--- src/rtl/dmem_arbiter_pkg.sv ---
// Shared CPU package: data-memory geometry, arbiter state encoding and
// read-return owner tag, used by the datapath, decoder and dmem arbiter.
package dmem_arbiter_pkg;

  localparam int unsigned DMEM_ADDR_W = 10;
  localparam int unsigned DMEM_DATA_W = 19;

  typedef enum logic [1:0] {
    CPU_PRI   = 2'd0,
    EXT_LOCK  = 2'd1,
    CPU_FORCE = 2'd2
  } arb_state_t;

  typedef enum logic [1:0] {
    OWN_NONE = 2'd0,
    OWN_CPU  = 2'd1,
    OWN_EXT  = 2'd2
  } rd_owner_t;

endpackage

--- src/rtl/dmem_arbiter_rd_return.sv ---
// Load-return path: remembers which port issued the load and steers the
// synchronous memory output back to it one cycle later.
module dmem_rd_return
  import dmem_arbiter_pkg::*;
#(
  parameter int DATA_W = DMEM_DATA_W
) (
  input  logic              clk,
  input  logic              rst,
  input  rd_owner_t         load_owner,
  input  logic [DATA_W-1:0] mem_rdata,
  output logic              cpu_rvalid,
  output logic [DATA_W-1:0] cpu_rdata,
  output logic              ext_rvalid,
  output logic [DATA_W-1:0] ext_rdata
);

  rd_owner_t         owner_r;
  logic [DATA_W-1:0] cpu_hold_r;
  logic [DATA_W-1:0] ext_hold_r;

  // owner tag of the load issued last cycle
  always_ff @(posedge clk or posedge rst) begin
    if (rst) begin
      owner_r <= OWN_NONE;
    end else begin
      owner_r <= load_owner;
    end
  end

  // capture returned words so each port keeps its last valid data
  always_ff @(posedge clk or posedge rst) begin
    if (rst) begin
      cpu_hold_r <= '0;
      ext_hold_r <= '0;
    end else begin
      if (owner_r == OWN_CPU) begin
        cpu_hold_r <= mem_rdata;
      end else begin
        cpu_hold_r <= cpu_hold_r;
      end
      if (owner_r == OWN_EXT) begin
        ext_hold_r <= mem_rdata;
      end else begin
        ext_hold_r <= ext_hold_r;
      end
    end
  end

  // memory data passes straight through in its valid cycle
  always_comb begin
    cpu_rvalid = (owner_r == OWN_CPU);
    ext_rvalid = (owner_r == OWN_EXT);
    if (cpu_rvalid) begin
      cpu_rdata = mem_rdata;
    end else begin
      cpu_rdata = cpu_hold_r;
    end
    if (ext_rvalid) begin
      ext_rdata = mem_rdata;
    end else begin
      ext_rdata = ext_hold_r;
    end
  end

endmodule

--- src/rtl/dmem_arbiter.sv ---
// Data-memory arbiter between the CPU datapath and the loader/debug port:
// CPU priority with starvation relief, bounded ext lock bursts.
module dmem_arbiter
  import dmem_arbiter_pkg::*;
#(
  parameter int ADDR_W     = DMEM_ADDR_W,
  parameter int DATA_W     = DMEM_DATA_W,
  parameter int STARVE_MAX = 4,
  parameter int LOCK_MAX   = 8
) (
  input  logic              clk,
  input  logic              rst,
  input  logic              cpu_req,
  input  logic              cpu_we,
  input  logic [ADDR_W-1:0] cpu_addr,
  input  logic [DATA_W-1:0] cpu_wdata,
  output logic              cpu_stall,
  output logic [DATA_W-1:0] cpu_rdata,
  output logic              cpu_rvalid,
  input  logic              ext_req,
  input  logic              ext_we,
  input  logic              ext_lock,
  input  logic [ADDR_W-1:0] ext_addr,
  input  logic [DATA_W-1:0] ext_wdata,
  output logic              ext_gnt,
  output logic [DATA_W-1:0] ext_rdata,
  output logic              ext_rvalid,
  output logic              mem_we,
  output logic [ADDR_W-1:0] mem_addr,
  output logic [DATA_W-1:0] mem_wdata,
  input  logic [DATA_W-1:0] mem_rdata
);

  localparam int SW = $clog2(STARVE_MAX + 1);
  localparam int LW = $clog2(LOCK_MAX + 1);
  localparam logic [SW-1:0] STARVE_TOP = SW'(STARVE_MAX);
  localparam logic [LW-1:0] LOCK_TOP   = LW'(LOCK_MAX);

  arb_state_t        state_r;
  logic [SW-1:0]     starve_cnt_r;
  logic [LW-1:0]     lock_cnt_r;
  logic              cpu_gnt_s;
  logic              ext_gnt_s;
  logic [ADDR_W-1:0] addr_hold_r;
  logic [DATA_W-1:0] wdata_hold_r;
  rd_owner_t         load_owner_s;

  // grant decision; nothing is granted while reset is asserted
  always_comb begin
    cpu_gnt_s = 1'b0;
    ext_gnt_s = 1'b0;
    if (rst) begin
      cpu_gnt_s = 1'b0;
      ext_gnt_s = 1'b0;
    end else begin
      case (state_r)
        CPU_PRI: begin
          if (ext_req && (!cpu_req || (starve_cnt_r == STARVE_TOP))) begin
            ext_gnt_s = 1'b1;
          end else begin
            cpu_gnt_s = cpu_req;
          end
        end
        EXT_LOCK: begin
          if (ext_req) begin
            ext_gnt_s = 1'b1;
          end else begin
            cpu_gnt_s = cpu_req;
          end
        end
        CPU_FORCE: begin
          if (cpu_req) begin
            cpu_gnt_s = 1'b1;
          end else begin
            ext_gnt_s = ext_req;
          end
        end
        default: begin
          cpu_gnt_s = 1'b0;
          ext_gnt_s = 1'b0;
        end
      endcase
    end
  end

  // arbitration FSM and lock-burst length counter
  always_ff @(posedge clk or posedge rst) begin
    if (rst) begin
      state_r    <= CPU_PRI;
      lock_cnt_r <= '0;
    end else begin
      case (state_r)
        CPU_PRI: begin
          if (ext_gnt_s && ext_lock) begin
            state_r    <= (LOCK_TOP == LW'(1)) ? CPU_FORCE : EXT_LOCK;
            lock_cnt_r <= LW'(1);
          end else begin
            state_r    <= CPU_PRI;
            lock_cnt_r <= '0;
          end
        end
        EXT_LOCK: begin
          if (ext_gnt_s && ((lock_cnt_r + LW'(1)) == LOCK_TOP)) begin
            state_r    <= CPU_FORCE;
            lock_cnt_r <= '0;
          end else if (ext_gnt_s && ext_lock) begin
            state_r    <= EXT_LOCK;
            lock_cnt_r <= lock_cnt_r + LW'(1);
          end else begin
            state_r    <= CPU_PRI;
            lock_cnt_r <= '0;
          end
        end
        CPU_FORCE: begin
          state_r    <= CPU_PRI;
          lock_cnt_r <= '0;
        end
        default: begin
          state_r    <= CPU_PRI;
          lock_cnt_r <= '0;
        end
      endcase
    end
  end

  // count consecutive cycles the ext port asked and was refused
  always_ff @(posedge clk or posedge rst) begin
    if (rst) begin
      starve_cnt_r <= '0;
    end else if (ext_req && !ext_gnt_s) begin
      if (starve_cnt_r == STARVE_TOP) begin
        starve_cnt_r <= starve_cnt_r;
      end else begin
        starve_cnt_r <= starve_cnt_r + SW'(1);
      end
    end else begin
      starve_cnt_r <= '0;
    end
  end

  // keep the last granted address/data on the bus while idle
  always_ff @(posedge clk or posedge rst) begin
    if (rst) begin
      addr_hold_r  <= '0;
      wdata_hold_r <= '0;
    end else if (cpu_gnt_s) begin
      addr_hold_r  <= cpu_addr;
      wdata_hold_r <= cpu_wdata;
    end else if (ext_gnt_s) begin
      addr_hold_r  <= ext_addr;
      wdata_hold_r <= ext_wdata;
    end else begin
      addr_hold_r  <= addr_hold_r;
      wdata_hold_r <= wdata_hold_r;
    end
  end

  // memory port mux and load owner tag for the return path
  always_comb begin
    mem_we       = 1'b0;
    mem_addr     = addr_hold_r;
    mem_wdata    = wdata_hold_r;
    load_owner_s = OWN_NONE;
    if (cpu_gnt_s) begin
      mem_we       = cpu_we;
      mem_addr     = cpu_addr;
      mem_wdata    = cpu_wdata;
      load_owner_s = cpu_we ? OWN_NONE : OWN_CPU;
    end else if (ext_gnt_s) begin
      mem_we       = ext_we;
      mem_addr     = ext_addr;
      mem_wdata    = ext_wdata;
      load_owner_s = ext_we ? OWN_NONE : OWN_EXT;
    end else begin
      mem_we       = 1'b0;
      load_owner_s = OWN_NONE;
    end
  end

  assign cpu_stall = cpu_req & ~cpu_gnt_s;
  assign ext_gnt   = ext_gnt_s;

  dmem_rd_return #(
    .DATA_W(DATA_W)
  ) u_rd_return (
    .clk       (clk),
    .rst       (rst),
    .load_owner(load_owner_s),
    .mem_rdata (mem_rdata),
    .cpu_rvalid(cpu_rvalid),
    .cpu_rdata (cpu_rdata),
    .ext_rvalid(ext_rvalid),
    .ext_rdata (ext_rdata)
  );

endmodule

--- config.mk ---
export PLATFORM = sky130hd
export DESIGN_NAME = dmem_arbiter
export DESIGN_NICKNAME = d
export VERILOG_FILES = /design/src/rtl/dmem_arbiter_pkg.sv /design/src/rtl/dmem_arbiter_rd_return.sv /design/src/rtl/dmem_arbiter.sv
export SDC_FILE = /design/constraint.sdc
export NUM_CORES = 1
export LEC_CHECK = 0
export CORE_ASPECT_RATIO = 0.9
export CORE_UTILIZATION = 59
export CTS_BUF_LIST = sky130_fd_sc_hd__clkbuf_4 sky130_fd_sc_hd__clkbuf_8
export DETAILED_ROUTE_END_ITERATION = 10
export DONT_BUFFER_PORTS = 1
export PLACE_DENSITY = 0.86
export SYNTH_ARGS = -nofsm -noshare
export SYNTH_HDL_FRONTEND = slang
export SYNTH_HIERARCHICAL = 1
export SYNTH_SLANG_ARGS = --single-unit
--- constraint.sdc ---
create_clock -name clk -period 2.7 [get_ports clk]
set_input_delay 0.54 -clock clk [delete_from_list [all_inputs] [get_ports clk]]
set_output_delay 0.54 -clock clk [all_outputs]
set_load 0.03 [all_outputs]
==> results of run 1 <==
where the power goes:
part           switching (uW)  internal [uW]
registers                71.8           1390
clock network             463            355
logic                     752            507
total                    1290           2250
per-layer routing:
layer / share of wire (%) / up-vias
met5: 0 / -
met4: 1.5 / 0
met3: 8.4 / 11
met2: 52 / 112
met1: 39 / 974
li1: - / 898
worst reg2reg max path, stage by stage, from the launching register on:
cell	delay, ns
dfrtp_1	0.38
inv_1	0.05
ha_2	0.18
and3b_2	0.23
o21ai_4	0.15
buf_12	0.14
buf_12	0.11
buf_16	0.13
mux2_4	0.31
mux2_4	0.32
layout by cell type (no fill, tap or decap), types with 4 or more instances in the layout:
cell	netlist	routed
mux2_4	86	92
dfrtp_1	78	78
buf_4	1	16
clkbuf_8	0	9
nand2_1	7	7
nor2_1	6	6
inv_1	7	6
buf_12	2	5
mux2_2	7	4
inv_6	0	4
buf_6	5	4
through the flow:
stage / setup slack (ns) / hold slack (ns) / area (um2) / TNS [ns]
floorplan: 0.1099 / 0.4731 / 3836 / 0
global placement: 0.1170 / 0.5015 / 3949 / 0
detailed placement: 0.04024 / 0.5053 / 3949 / 0
CTS: -0.1448 / 0.1872 / 4388 / -3.011
global route: -0.2355 / 0.2207 / 4428 / -5.055
finish: -0.1835 / 0.1992 / 4428 / -3.294
repair_timing:
| item | in CTS | in global routing |
|---|---|---|
| resized for setup | 21 | 7 |
| pin swaps | 3 | 3 |
| cloned | 2 | 1 |
| endpoints found under the setup margin | 31 | 31 |
| setup buffers | 13 | 2 |
cells by family (layout without fill, tap and decap cells):
family,Yosys count,in the layout,share of synthesized area (%)
simple gates,29,29,4.342
xor+xnor,3,3,0.6857
mux,97,97,36.99
buf+inv,17,52,3.918
fa+ha+maj,4,4,1.306
compound gates,9,9,1.829
flops,78,78,50.93
cells in the mapped netlist, types with 2 or more instances:
library cell	number
buf_12	2
or3_1	2
a21oi_1	2
inv_1	7
mux2_1	3
buf_6	5
mux2_4	86
ha_1	4
nor4_1	2
nand2_1	7
dfrtp_1	78
mux2_2	7
nor2_1	6
nand3_1	2
xnor2_1	2
sequential cells by signal (all words and copies together), names as in the netlist:
signal	count
u_rd_return/cpu_hold_r	19
state_r	2
u_rd_return/ext_hold_r	19
addr_hold_r	10
wdata_hold_r	19
lock_cnt_r	4
u_rd_return/owner_r	2
starve_cnt_r	3
cell type report:
type                    count  area, um2  share of cell area, %
clock buffers               9      123.9                  2.797
clock inverters             7      62.56                  1.413
inverters                   7      30.03                 0.6782
multi-input cells         142       1802                  40.69
flip-flops and latches     78       1952                  44.08
well taps                  87      108.9                  2.458
repair buffers             29      349.1                  7.884
worst min-delay path by stage:
stage / startpoint / to
2_1_floorplan: state_r[1] / state_r[1]
3_3_place_gp: state_r[1] / state_r[1]
3_5_place_dp: state_r[1] / state_r[1]
4_1_cts: rst / u_rd_return/ext_hold_r[9]
5_1_grt: ext_we / u_rd_return/owner_r[1]
6_report: rst / u_rd_return/owner_r[1]
==> results.yml, run 1 <==
status:
  status: "finished with violations"
  violations: "setup timing"
worst_setup_path:
  crit_chain: "inv_1 > ha_2 > and3b_2 > o21ai_4 > buf_12 > buf_12 > buf_16 > mux2_4 > mux2_4"
  cp_slowest_cell: "dfrtp_1"
  r2r_cells: 9
  cp.buffers_inverters: 4
  endpoint: "mem_wdata[16]"
  start_kind: "flip-flop"
  end_kind: "output pin"
  cp_data_arrival_time_ns: 2.34
  cp_slowest_stage_delay_ns: 0.38
  crit_required_ns: 2.16
  cp_max_fo: 8
  path_class: "flip-flop to output pin"
  r2r_start: "starve_cnt_r[1]"
  rrSetupSlack_ns: 0.57
  startpoint: "starve_cnt_r[1]"
  cp_num_cells: 9
  reg2reg_to: "wdata_hold_r[16]"
  crit_family: "multiplexers"
global_routing:
  track_usage_pct: 23.16
  grt_pass1_vias: 2265
  grt-ovfl-total: 0
  grtUsageMet3_pct: 8.307
  gr-usage-met2_pct: 40.63
  top_usage_layer: "met2"
  grt_pass1_wl_mm: 11.70
  antenna_found_initial: 0
  grt_max_degree: 41
  use_met1_pct: 26.12
pwr:
  power_density_nw_per_um2: 798.8
  leakagePower_uw: 0.002204
  total_power_uw: 3537
  peakVddDrop_mv: 0.4418
synth:
  ys_warn_count: 6
  synth_cell_types: 37
  yosys-top-cells-area: "dfrtp_1 (51%), mux2_4 (34%), mux2_2 (2.1%), buf_6 (1.5%), ha_1 (1.3%)"
  yosys.area.top_type: "dfrtp_1"
  yosysSeqAreaShare_pct: 50.93
  synth_nets: 325
  ys_ff_latch: 78
  synth_top_area_share_pct: 50.93
  synth_area_um2: 3832
  synthCells: 237
  avgSynthCellArea_um2: 16.17
  synth_edf_count: 0
  synth_ff_type: "dfrtp_1"
  synthArstFlopShare_pct: 100.0
cts:
  clockBufferDepth: 2
  path_clk_slew_ns: 0.09
  insertion_delay_ns: 0.34
  cts_root_buf: "clkbuf_8"
  cts_sinks: 78
  cts_tree: "done"
  cts.htree.levels: 3
  hold_buffers: 0
  cts_inserted_buffers: 9
timing:
  fin_crit_sh_pct: 106.8
  fin_ws_ns: -0.1835
  slew_headroom_pct: 55.80
  fin_crit_ns: 2.883
  clock_skew_ns: 0.009353
  maxSlewViolCount: 0
  final-hold-violation-count: 0
  worstMarginPinSlew_ns: 0.6610
  maxClockFrequency_mhz: 346.8
  setup_violations: 29
  rsz0062_at_grt: "yes"
drt:
  drc: 0
  drt_iter0_drc: 82
  drt_wl_total_mm: 7.791
  ant_nets: 0
  firstDrtPassIters: 4
  vias_per_cell: 5.557
  wl_per_cell_um: 21.70
  via_count: 1995
die:
  die_h_um: 78.46
  pin_count: 156
  rows: 27
  initial_core_util_pct: 61.99
  placeableCoreArea_um2: 6182
  die-area_um2: 6822
  die_w_um: 86.96
place:
  placement.io_buffers: 0
  numPlacedInstances: 327
  place_congestion: 0.7597
  dp_hpwl_mm: 5.208
cells_and_area:
  layout.cells.non_filler: 359
  drive_gt1_share_pct: 55.15
  nets: 355
  areaGrowthSynthToFinish_pct: 15.54
  antenna_cells: 0
  fin_util_pct: 71.63
  num-fill-cells: 403
min_path:
  hold_class: "input port to async pin"
job:
  cap_violations: 0
Note: power is estimated with default switching activity, not from simulation.
==> run 2: changes to the inputs <==
--- a/config.mk
+++ b/config.mk
@@ -6,11 +6,12 @@
 export NUM_CORES = 1
 export LEC_CHECK = 0
 export CORE_ASPECT_RATIO = 0.9
-export CORE_UTILIZATION = 59
+export CORE_UTILIZATION = 60
 export CTS_BUF_LIST = sky130_fd_sc_hd__clkbuf_4 sky130_fd_sc_hd__clkbuf_8
+export CTS_CLUSTER_DIAMETER = 60
 export DETAILED_ROUTE_END_ITERATION = 10
 export DONT_BUFFER_PORTS = 1
-export PLACE_DENSITY = 0.86
+export PLACE_DENSITY = 0.84
 export SYNTH_ARGS = -nofsm -noshare
 export SYNTH_HDL_FRONTEND = slang
 export SYNTH_HIERARCHICAL = 1
==> constraint.sdc (replaced) <==
create_clock -name clk -period 3.6 [get_ports clk]
set_input_delay 0.72 -clock clk [delete_from_list [all_inputs] [get_ports clk]]
set_output_delay 0.72 -clock clk [all_outputs]
set_load 0.03 [all_outputs]
==> results.yml, run 2 (synthesis gave the netlist of run 1 again) <==
status:
  status: "complete, no violations"
cells_and_area:
  nets: 333
  layout.cells.non_filler: 337
  mostFrequentLayoutCell: "mux2_4"
  reg.largest.list: "u_rd_return/cpu_hold_r (19), u_rd_return/ext_hold_r (19), wdata_hold_r (19)"
  num-fill-cells: 439
  fin_util_pct: 67.01
  areaGrowthSynthToFinish_pct: 7.509
  drive_gt1_share_pct: 48.40
  antenna_cells: 0
  most-common-layout-cells: "mux2_4 (86), dfrtp_1 (78), clkbuf_8 (10)"
worst_setup_path:
  crit_required_ns: 2.88
  cp_slowest_cell: "o21ai_4"
  cp_slowest_stage_delay_ns: 0.52
  crit_chain: "inv_1 > ha_1 > and3b_1 > o21ai_4 > buf_12 > mux2_4 > mux2_4"
  startpoint: "starve_cnt_r[0]"
  cp_max_fo: 19
  cp_data_arrival_time_ns: 2.71
  end_kind: "output pin"
  path_class: "flip-flop to output pin"
  cpMostUsedCell: "mux2_4"
  cp.buffers_inverters: 2
  r2r_start: "starve_cnt_r[0]"
  crit_family: "multiplexers"
  start_kind: "flip-flop"
timing:
  clock_skew_ns: 0.01037
  fin_crit_sh_pct: 95.26
  fin_tns_setup_ns: 0
  worstMarginPinSlew_ns: 0.7463
  maxSlewViolCount: 0
  maxClockFrequency_mhz: 291.6
  final-hold-violation-count: 0
  setup_violations: 0
  slew_headroom_pct: 50.09
  rsz0062_at_grt: "no"
  fin_crit_ns: 3.429
drt:
  firstDrtPassIters: 4
  ant_nets: 0
  vias_per_cell: 5.807
  drt_iter0_drc: 63
  drc: 0
  wl_per_cell_um: 22.64
  drt_wl_total_mm: 7.629
  via_count: 1957
cts:
  cts_tree: "done"
  cts_inserted_buffers: 9
  postCtsSetupRepairBufs: 0
  path_clk_slew_ns: 0.08
  hold_buffers: 0
  cts_sinks: 78
  cts.htree.levels: 3
  cts_resized: 0
  clockBufferDepth: 2
  insertion_delay_ns: 0.34
  cts_root_buf: "clkbuf_8"
global_routing:
  grt_max_degree: 41
  grt-ovfl-total: 0
  antenna_found_initial: 0
  grt_pass1_wl_mm: 11.64
  grt_pass1_vias: 2178
  track_usage_pct: 23.41
die:
  placeableCoreArea_um2: 6148
  pin_count: 156
  die_w_um: 86.25
  initial_core_util_pct: 62.33
  rows: 27
  die_h_um: 77.82
  die-area_um2: 6712
job:
  cap_violations: 0
place:
  dp_hpwl_mm: 5.407
  placement.io_buffers: 0
  place_congestion: 0.7748
  numPlacedInstances: 321
pwr:
  peakVddDrop_mv: 0.5120
  total_power_uw: 2724
  power_density_nw_per_um2: 661.2
  leakagePower_uw: 0.002043
min_path:
  hold_class: "input port to async pin"
run 2: cell types whose count changed in the layout (fill, tap and decap cells not counted), sizes merged:
cell / change
buf: -21
clkinv: +3
bufinv: +2
inv: -4
clkinvlp: -2
run 2: final timing paths:
path,end,slack (ns),cells past startpoint
max,mem_wdata[13],0.17,7
min,u_rd_return/ext_hold_r[13],0.38,2
max reg2reg,wdata_hold_r[13],1.10,7
min reg2reg,state_r[1],0.54,1
max in group asynchronous,starve_cnt_r[2],2.83,2
min in group clk,u_rd_return/owner_r[1],0.44,1
run 2: cell type report:
cell class	count	area (um2)	share of cell area (%)
repair buffers	7	65.06	1.579
clock buffers	10	137.6	3.340
flip-flops and latches	78	1952	47.37
clock inverters	6	95.09	2.308
inverters	7	26.28	0.6377
well taps	87	108.9	2.642
multi-input cells	142	1735	42.12
run 2: per-stage QoR:
stage,area [um2],worst slack [ns],hold WS [ns]
2_1_floorplan,3832,0.2757,0.4731
3_3_place_gp,3887,0.6130,0.5011
3_5_place_dp,3887,0.5629,0.5083
4_1_cts,4120,0.1534,0.3775
5_1_grt,4120,0.04796,0.4127
6_report,4120,0.1706,0.3848
run 2: layer usage:
metal  track usage, %  vias up  routed length [um]
li1                 -      849                   -
met1            27.85     1002                2986
met2            39.60       98                3960
met3            8.191        8                 613
met4            7.667        0                  68
met5                0        -                   0
run 2: where the power goes:
part	switching, uW	total [uW]	internal (uW)
logic	552	884	333
registers	57.5	1100	1040
clock network	326	740	414
total	935	2720	1790
